<file path="config.mk">
export PLATFORM = sky130hd
export DESIGN_NAME = alu_muldiv
export DESIGN_NICKNAME = d
export VERILOG_FILES = /design/src/rtl/alu_muldiv.sv
export SDC_FILE = /design/constraint.sdc
export NUM_CORES = 1
export LEC_CHECK = 0
export CORE_UTILIZATION = 30
export CTS_BUF_LIST = sky130_fd_sc_hd__clkbuf_4 sky130_fd_sc_hd__clkbuf_8
export DETAILED_ROUTE_END_ITERATION = 16
export GPL_TIMING_DRIVEN = 0
export PLACE_DENSITY = 0.57
export SYNTH_ARGS = -nofsm -noshare
export SYNTH_HDL_FRONTEND = slang
export SYNTH_SLANG_ARGS = --single-unit
export TNS_END_PERCENT = 30
</file>
<file path="constraint.sdc">
create_clock -name clk -period 4.8 [get_ports clk]
set_clock_uncertainty 0.2 [all_clocks]
set_input_delay 1.2 -clock clk [delete_from_list [all_inputs] [get_ports clk]]
set_output_delay 1.2 -clock clk [all_outputs]
set_load 0.02 [all_outputs]
</file>
<file path="src/rtl/alu_muldiv.sv">
// alu_muldiv: iterative multiply/divide unit with architectural HI/LO registers.
//
// Runs MULT/MULTU (shift-add) and DIV/DIVU (restoring) one bit per cycle on
// unsigned magnitudes, then fixes up the signs in a final cycle before writing
// HI/LO. MTHI/MTLO write HI/LO directly in a single cycle.
//
// State  | meaning
// IDLE   | waiting for start_i; MTHI/MTLO handled here
// CALC   | WIDTH iterations, counter 0..WIDTH-1
// FIX    | sign correction and HI/LO write-back, done_o raised
//
// Ports:
//   clk      rising-edge clock
//   rst_n    synchronous active-low reset
//   start_i  request, accepted only in IDLE
//   op_i     000/111 NOP, 001 MULT, 010 MULTU, 011 DIV, 100 DIVU, 101 MTHI, 110 MTLO
//   src0_i   multiplicand / dividend / MTHI-MTLO data
//   src1_i   multiplier / divisor
//   flush_i  abort an in-flight operation
//   hi_o     HI register
//   lo_o     LO register
//   busy_o   operation in flight (CALC or FIX)
//   done_o   one-cycle pulse after mul/div write-back
//   div0_o   with done_o: last op was a divide by zero
module alu_muldiv #(
  parameter int WIDTH = 32
) (
  input  logic             clk,
  input  logic             rst_n,
  input  logic             start_i,
  input  logic [2:0]       op_i,
  input  logic [WIDTH-1:0] src0_i,
  input  logic [WIDTH-1:0] src1_i,
  input  logic             flush_i,
  output logic [WIDTH-1:0] hi_o,
  output logic [WIDTH-1:0] lo_o,
  output logic             busy_o,
  output logic             done_o,
  output logic             div0_o
);

  localparam int CNT_W = $clog2(WIDTH) + 1;

  localparam logic [2:0] OP_MULT  = 3'b001;
  localparam logic [2:0] OP_MULTU = 3'b010;
  localparam logic [2:0] OP_DIV   = 3'b011;
  localparam logic [2:0] OP_DIVU  = 3'b100;
  localparam logic [2:0] OP_MTHI  = 3'b101;
  localparam logic [2:0] OP_MTLO  = 3'b110;

  typedef enum logic [1:0] {IDLE, CALC, FIX} state_t;

  state_t             state;
  logic [CNT_W-1:0]   cnt;
  // acc holds {partial product} for multiply, {remainder, dividend/quotient} for divide
  logic [2*WIDTH-1:0] acc;
  logic [WIDTH-1:0]   opb;
  logic               is_div;
  logic               neg_res;
  logic               neg_rem;
  logic               div_zero;

  logic               op_mul;
  logic               op_div;
  logic               op_signed;
  logic [WIDTH-1:0]   mag0;
  logic [WIDTH-1:0]   mag1;

  assign op_mul    = (op_i == OP_MULT) || (op_i == OP_MULTU);
  assign op_div    = (op_i == OP_DIV)  || (op_i == OP_DIVU);
  assign op_signed = (op_i == OP_MULT) || (op_i == OP_DIV);
  assign mag0      = (op_signed && src0_i[WIDTH-1]) ? -src0_i : src0_i;
  assign mag1      = (op_signed && src1_i[WIDTH-1]) ? -src1_i : src1_i;

  // multiply step: conditionally add multiplicand into the upper half, carry kept
  logic [WIDTH:0] mul_sum;
  assign mul_sum = {1'b0, acc[2*WIDTH-1:WIDTH]} + (acc[0] ? {1'b0, opb} : '0);

  // restoring divide step: shift next dividend bit into the remainder, try subtract
  logic [WIDTH:0]   rem_sh;
  logic [WIDTH:0]   rem_diff;
  logic             div_fit;
  logic [WIDTH-1:0] rem_new;
  assign rem_sh   = {acc[2*WIDTH-1:WIDTH], acc[WIDTH-1]};
  assign rem_diff = rem_sh - {1'b0, opb};
  assign div_fit  = (rem_sh >= {1'b0, opb});
  assign rem_new  = div_fit ? rem_diff[WIDTH-1:0] : rem_sh[WIDTH-1:0];

  // sign fix-up; MIN/-1 and MIN*MIN fall out naturally from two's-complement wrap.
  // On divide by zero the remainder ends up as the dividend magnitude, so applying
  // the dividend sign reproduces the raw dividend for HI.
  logic [2*WIDTH-1:0] prod_fix;
  logic [WIDTH-1:0]   quo_fix;
  logic [WIDTH-1:0]   rem_fix;
  assign prod_fix = neg_res ? -acc : acc;
  assign quo_fix  = neg_res ? -acc[WIDTH-1:0] : acc[WIDTH-1:0];
  assign rem_fix  = neg_rem ? -acc[2*WIDTH-1:WIDTH] : acc[2*WIDTH-1:WIDTH];

  assign busy_o = (state != IDLE);

  always_ff @(posedge clk) begin
    if (!rst_n) begin
      state    <= IDLE;
      cnt      <= '0;
      acc      <= '0;
      opb      <= '0;
      is_div   <= 1'b0;
      neg_res  <= 1'b0;
      neg_rem  <= 1'b0;
      div_zero <= 1'b0;
      hi_o     <= '0;
      lo_o     <= '0;
      done_o   <= 1'b0;
      div0_o   <= 1'b0;
    end else begin
      done_o <= 1'b0;
      div0_o <= 1'b0;
      case (state)
        IDLE: begin
          // a flush in the same cycle blocks acceptance of any request
          if (start_i && !flush_i) begin
            if (op_mul || op_div) begin
              state    <= CALC;
              cnt      <= '0;
              is_div   <= op_div;
              div_zero <= op_div && (src1_i == '0);
              neg_res  <= op_signed && (src0_i[WIDTH-1] ^ src1_i[WIDTH-1]);
              neg_rem  <= op_signed && src0_i[WIDTH-1];
              if (op_div) begin
                acc <= {{WIDTH{1'b0}}, mag0};
                opb <= mag1;
              end else begin
                acc <= {{WIDTH{1'b0}}, mag1};
                opb <= mag0;
              end
            end else if (op_i == OP_MTHI) begin
              hi_o <= src0_i;
            end else if (op_i == OP_MTLO) begin
              lo_o <= src0_i;
            end
          end
        end
        CALC: begin
          if (flush_i) begin
            state <= IDLE;
          end else begin
            if (is_div) begin
              acc <= {rem_new, acc[WIDTH-2:0], div_fit};
            end else begin
              acc <= {mul_sum, acc[WIDTH-1:1]};
            end
            cnt <= cnt + 1'b1;
            if (cnt == CNT_W'(WIDTH - 1)) begin
              state <= FIX;
            end
          end
        end
        FIX: begin
          state <= IDLE;
          if (!flush_i) begin
            done_o <= 1'b1;
            div0_o <= div_zero;
            if (is_div) begin
              hi_o <= rem_fix;
              lo_o <= div_zero ? {WIDTH{1'b1}} : quo_fix;
            end else begin
              hi_o <= prod_fix[2*WIDTH-1:WIDTH];
              lo_o <= prod_fix[WIDTH-1:0];
            end
          end
        end
        default: state <= IDLE;
      endcase
    end
  end

endmodule

</file>
-- Yosys cells after proc, flatten, opt, wreduce, memory -nomap -nowiden
Cells that the tools add are included.
- $add $sub $neg: 8
- magnitude comparators: 1
- eq/ne operators: 18
- muxes and demuxes: 38
- bitwise logic cells: 3
- reduce and logical (&&, ||, !) cells: 22
- operators with widths (operator ; count):
    $mux 32 ; 20
    $mux 64 ; 5
    $neg 32->32 ; 4
    $pmux 32 s2 ; 2
    $pmux 64 s2 ; 1
    $neg 64->64 ; 1
    $add 32x32->33 ; 1
    $ge 33x32->1 ; 1
    $logic_not 32->1 ; 1
    $sub 32x32->32 ; 1
    $mux 6 ; 3
    $ne 2x2->1 const B ; 8
    $pmux 6 s2 ; 1
    $eq 3x3->1 const B ; 3
    $mux 2 ; 4
    $add 6x1->6 const B ; 1
    $eq 3x2->1 const B ; 2
    $eq 6x5->1 const B ; 1
    $reduce_and 3->1 ; 2
    $reduce_and 6->1 ; 1
    $reduce_bool 2->1 ; 3
    $logic_and 1x1->1 ; 5
    $reduce_and 5->1 ; 1
    $logic_or 1x1->1 ; 4
    other kinds (13) ; 14
- register bits: 174
- bits of input ports: 71
- output and inout bits: 67
- word-level logic and storage cells: 102

-- Longest topological paths before layout
- depth after elaboration: 8
- gate-level depth with buffers: 15
- gate-level depth less buffers: 13

-- Worst setup path before layout
Ideal clock, no wire load.
- path type: input -> register
- from: input port src0_i[5]
- to: register acc[30]
- setup time: 0.133 ns
- arrival time: 3.653 ns
- required time: 4.467 ns
- slack: 0.814 ns
- stages: 10
- cells stage by stage: or4_1 -> or4_1 -> clkbuf_1 -> nor3b_2 -> nand3_1 -> o41ai_1 -> xor2_1 -> o22ai_1 -> a21oi_1 -> a21oi_1
- longest elaborated chain between the ends: 6
- RTL lines (element ; line ; source):
    from (decl) ; 32 ; input logic [WIDTH-1:0] src0_i,
    $neg 32->32 ; 72 ; assign mag0 = (op_signed && src0_i[WIDTH-1]) ? -src0_i : src0_i;
    $mux 32 ; 72 ;
    $mux 32 ; 129 ; if (op_div) begin
    $mux 64 ; 122 ; if (op_mul || op_div) begin
    $mux 64 ; 121 ; if (start_i && !flush_i) begin
    $pmux 64 s2 ; 118 ; case (state)
    to (signal assigned) ; 130 ; acc <= {{WIDTH{1'b0}}, mag0};
    to (signal assigned) ; 133 ; acc <= {{WIDTH{1'b0}}, mag1};
    to (signal assigned) ; 148 ; acc <= {rem_new, acc[WIDTH-2:0], div_fit};
    to (decl) ; 56 ; logic [2*WIDTH-1:0] acc;
Every way passes these cells. The select of a mux whose other input is x is not followed.
A chain may end at the register's enable or synchronous reset.

-- Worst setup path in the final report
- from: input port src0_i[4]
- to: register acc[30]
Same word-level chain as after synthesis.

==> results.yml <==
placement:
  dp_slack_ns: -0.359
  gp_congestion: 1.01
  numPortBuffers: 135
  hpwl_um: 56300
  dp_cells: 2880
  dpl-instance-area_mm2: 0.0171
critical_path:
  cp_slowest_stage_delay_ns: 0.66
  cp-end-kind: "flip-flop"
  start_kind: "primary input"
  crit_required_ns: 5.00
  crit_chain: "clkdlybuf4s50_1 -> or4_1 -> or4_1 -> clkbuf_1 -> nor3b_4 -> nand3_1 -> o41ai_1 -> xor2_1 -> o22ai_1 -> a21oi_1 -> a21oi_1"
  crit_slowest_cell: "or4_1"
  path_delay_family: "simple AND/OR/NAND/NOR gates"
  crit_buf_inv: 2
  criticalPathCategory: "in -> reg"
  path_max_fanout: 8
  critPathArrivalTime_ns: 4.78
sta:
  setup_viol: 0
  fin_ws_ns: 0.221
  period_share: 0.954
  max_slew_margin: 0.246
  tns_ns: 0
  tightest_slew_ns: 1.12
  hold_viol: 0
  rsz0062_at_grt: "yes"
  min_period_ns: 4.58
  slew_viol_final: 0
  max_freq_mhz: 218
logic_synthesis:
  syn_area_mm2: 0.0150
  synthArstFlopShare: 0
  synth_nets: 2223
  syn_avg_cell_area_um2: 7.19
  synth-seq-cells: 174
  synth-edff-count: 0
  synth_flop_cell: "dfxtp_1"
  syn_inst: 2081
  yosysSeqAreaShare: 0.233
  ys_types: 78
  yosysWarningCount: 0
finish:
  multi_input_area_mm2: 0.0107
  drive_gt1_frac: 0.0352
  layout.nets: 2377
  instances_no_fill: 2910
  stdcell_area_mm2: 0.0176
  layout.cells.most_common: "nand2_1"
  antennaDiodeCount: 0
  final_cell_mix: "256 x nand2_1, 192 x nor2_1, 184 x a21oi_1"
  syn_to_final_growth_pct: 17.5
  fill_cells: 5376
  register_area_mm2: 0.00348
power:
  p_comb_frac: 0.346
  ir_worst_vdd_v: 0.000174
  p_int_uw: 2510
  seqPwrFrac: 0.376
  power_density_mw_per_mm2: 235
  p_leak_uw: 0.00671
  p_switching_uw: 1620
  switching_share: 0.393
  clockPowerShare: 0.278
  finalPower_uw: 4130
route:
  dr_wl_met3_um: 5560
  viasPerCell: 5.82
  routedLengthMet1_um: 30500
  postRouteWirelength_um: 69400
  route.detailed.drc: 0
  wl_per_cell_um: 23.9
  first_pass_iters: 5
  num_vias: 16900
  antenna_left: 0
  first_iter_violations: 1468
  top_layer: "met4"
  wl_met2_um: 31200
cts:
  cts_hold_buf: 0
  tritoncts.num_buffers: 17
  clock_sinks: 174
  clockRootBuffer: "clkbuf_8"
  cts_tree: "yes"
  cts_max_level: 4
  clk_latency_ns: 0.53
  cts_setup_buffers: 0
  cts.clk_slew.worst_paths_ns: 0.11
  clk_path_buf_depth: 2
hold_path:
  holdCritPathClass: "reg -> reg"
die:
  initial_core_util: 0.305
  die_area_mm2: 0.0508
  die_h_um: 225
  core-area_mm2: 0.0491
  rows: 81
  boundaryPins: 138
  die_w_um: 225
outcome:
  status: "finished clean"
run:
  drv_cap: 0
global_route:
  track_usage: 0.269
  grt_pass1_wl_um: 101000
  grt_max_degree: 17
  grt_pass1_vias: 15600
  overflow: 0
  antenna_found_initial: 0
## registers in the layout, indices dropped and copies added (netlist names)
| register | cells |
|---|---|
| lo_o | 32 |
| hi_o | 32 |
| is_div | 1 |
| done_o | 1 |
| state | 2 |
| div0_o | 1 |
| div_zero | 1 |
| opb | 32 |
| cnt | 6 |
| acc | 64 |
| neg_rem | 1 |
| neg_res | 1 |
## per-layer routing
layer | up-vias | GRT usage
met5 | - | 0
met4 | 0 | 0.0854
met3 | 107 | 0.0477
met2 | 771 | 0.425
met1 | 8201 | 0.368
li1 | 7857 | -
## worst paths after layout
path	startpoint	cells past startpoint	slack (ns)	endpoint
max reg2reg	acc[35]	11	0.26	acc[38]
max	src0_i[4]	11	0.22	acc[30]
min	hi_o[1]	2	0.26	hi_o[1]
min reg2reg	hi_o[1]	2	0.26	hi_o[1]
## what timing repair did
item / 4_1_cts / 5_1_grt
endpoints found under the setup margin: 6 / 17
cloned: 0 / 0
resized for setup: 3 / 9
## through the flow
step,hold slack [ns],util
6_report,0.257,0.358
5_1_grt,0.264,0.358
4_1_cts,0.249,0.358
3_5_place_dp,0.236,0.349
3_3_place_gp,0.233,0.349
2_1_floorplan,0.241,-
## synthesized netlist by cell type, types with 26 or more instances
| cell type | count | share of area |
|---|---|---|
| nor2_1 | 192 | 0.048 |
| nand3_1 | 55 | 0.018 |
| xnor2_1 | 96 | 0.056 |
| o31ai_1 | 32 | 0.016 |
| mux2i_1 | 31 | 0.021 |
| a21oi_1 | 185 | 0.062 |
| inv_1 | 69 | 0.017 |
| clkbuf_1 | 129 | 0.032 |
| a31oi_1 | 31 | 0.013 |
| nand2_1 | 256 | 0.064 |
| o221ai_1 | 26 | 0.015 |
| dfxtp_1 | 174 | 0.23 |
| ha_1 | 69 | 0.058 |
| nor3_1 | 38 | 0.013 |
| a21boi_0 | 48 | 0.024 |
| o211ai_1 | 39 | 0.020 |
| o21ai_0 | 179 | 0.060 |
| xor2_1 | 71 | 0.042 |
| a21o_1 | 26 | 0.013 |
## layout make-up
cell class	count	area share
Multi-Input combinational cell	1690	0.607
Tap cell	664	0.0473
Inverter	69	0.0147
Timing Repair Buffer	135	0.0769
Clock inverter	12	0.00925
Sequential cell	174	0.198
Buffer	148	0.0332
Clock buffer	18	0.0137
## cell families (layout without fill, tap and decap cells)
family / after synthesis / after routing / share of synthesized area
buffers and inverters: 217 / 382 / 0.0560
AND/OR/NAND/NOR: 696 / 696 / 0.216
XOR/XNOR: 167 / 167 / 0.0978
adder cells (fa/ha/maj): 71 / 71 / 0.0604
multiplexers: 47 / 47 / 0.0328
flip-flops: 174 / 174 / 0.233
AO/OA/AOI/OAI: 709 / 709 / 0.304
## power by group through the flow
stage	combinational (uW)	sequential, uW	clock [uW]
detailed placement	1380	1590	0
CTS	1390	1550	1150
floorplan	854	1580	0
global route	1520	1560	1210
global placement	1380	1580	0
finish	1430	1550	1150
## tightest hold or removal path, stage by stage, from the launching register on
cell and delay, ns:
dfxtp_1 0.32, nand2_1 0.05, nand2_1 0.04
Note: power is estimated with default switching activity, not from simulation.
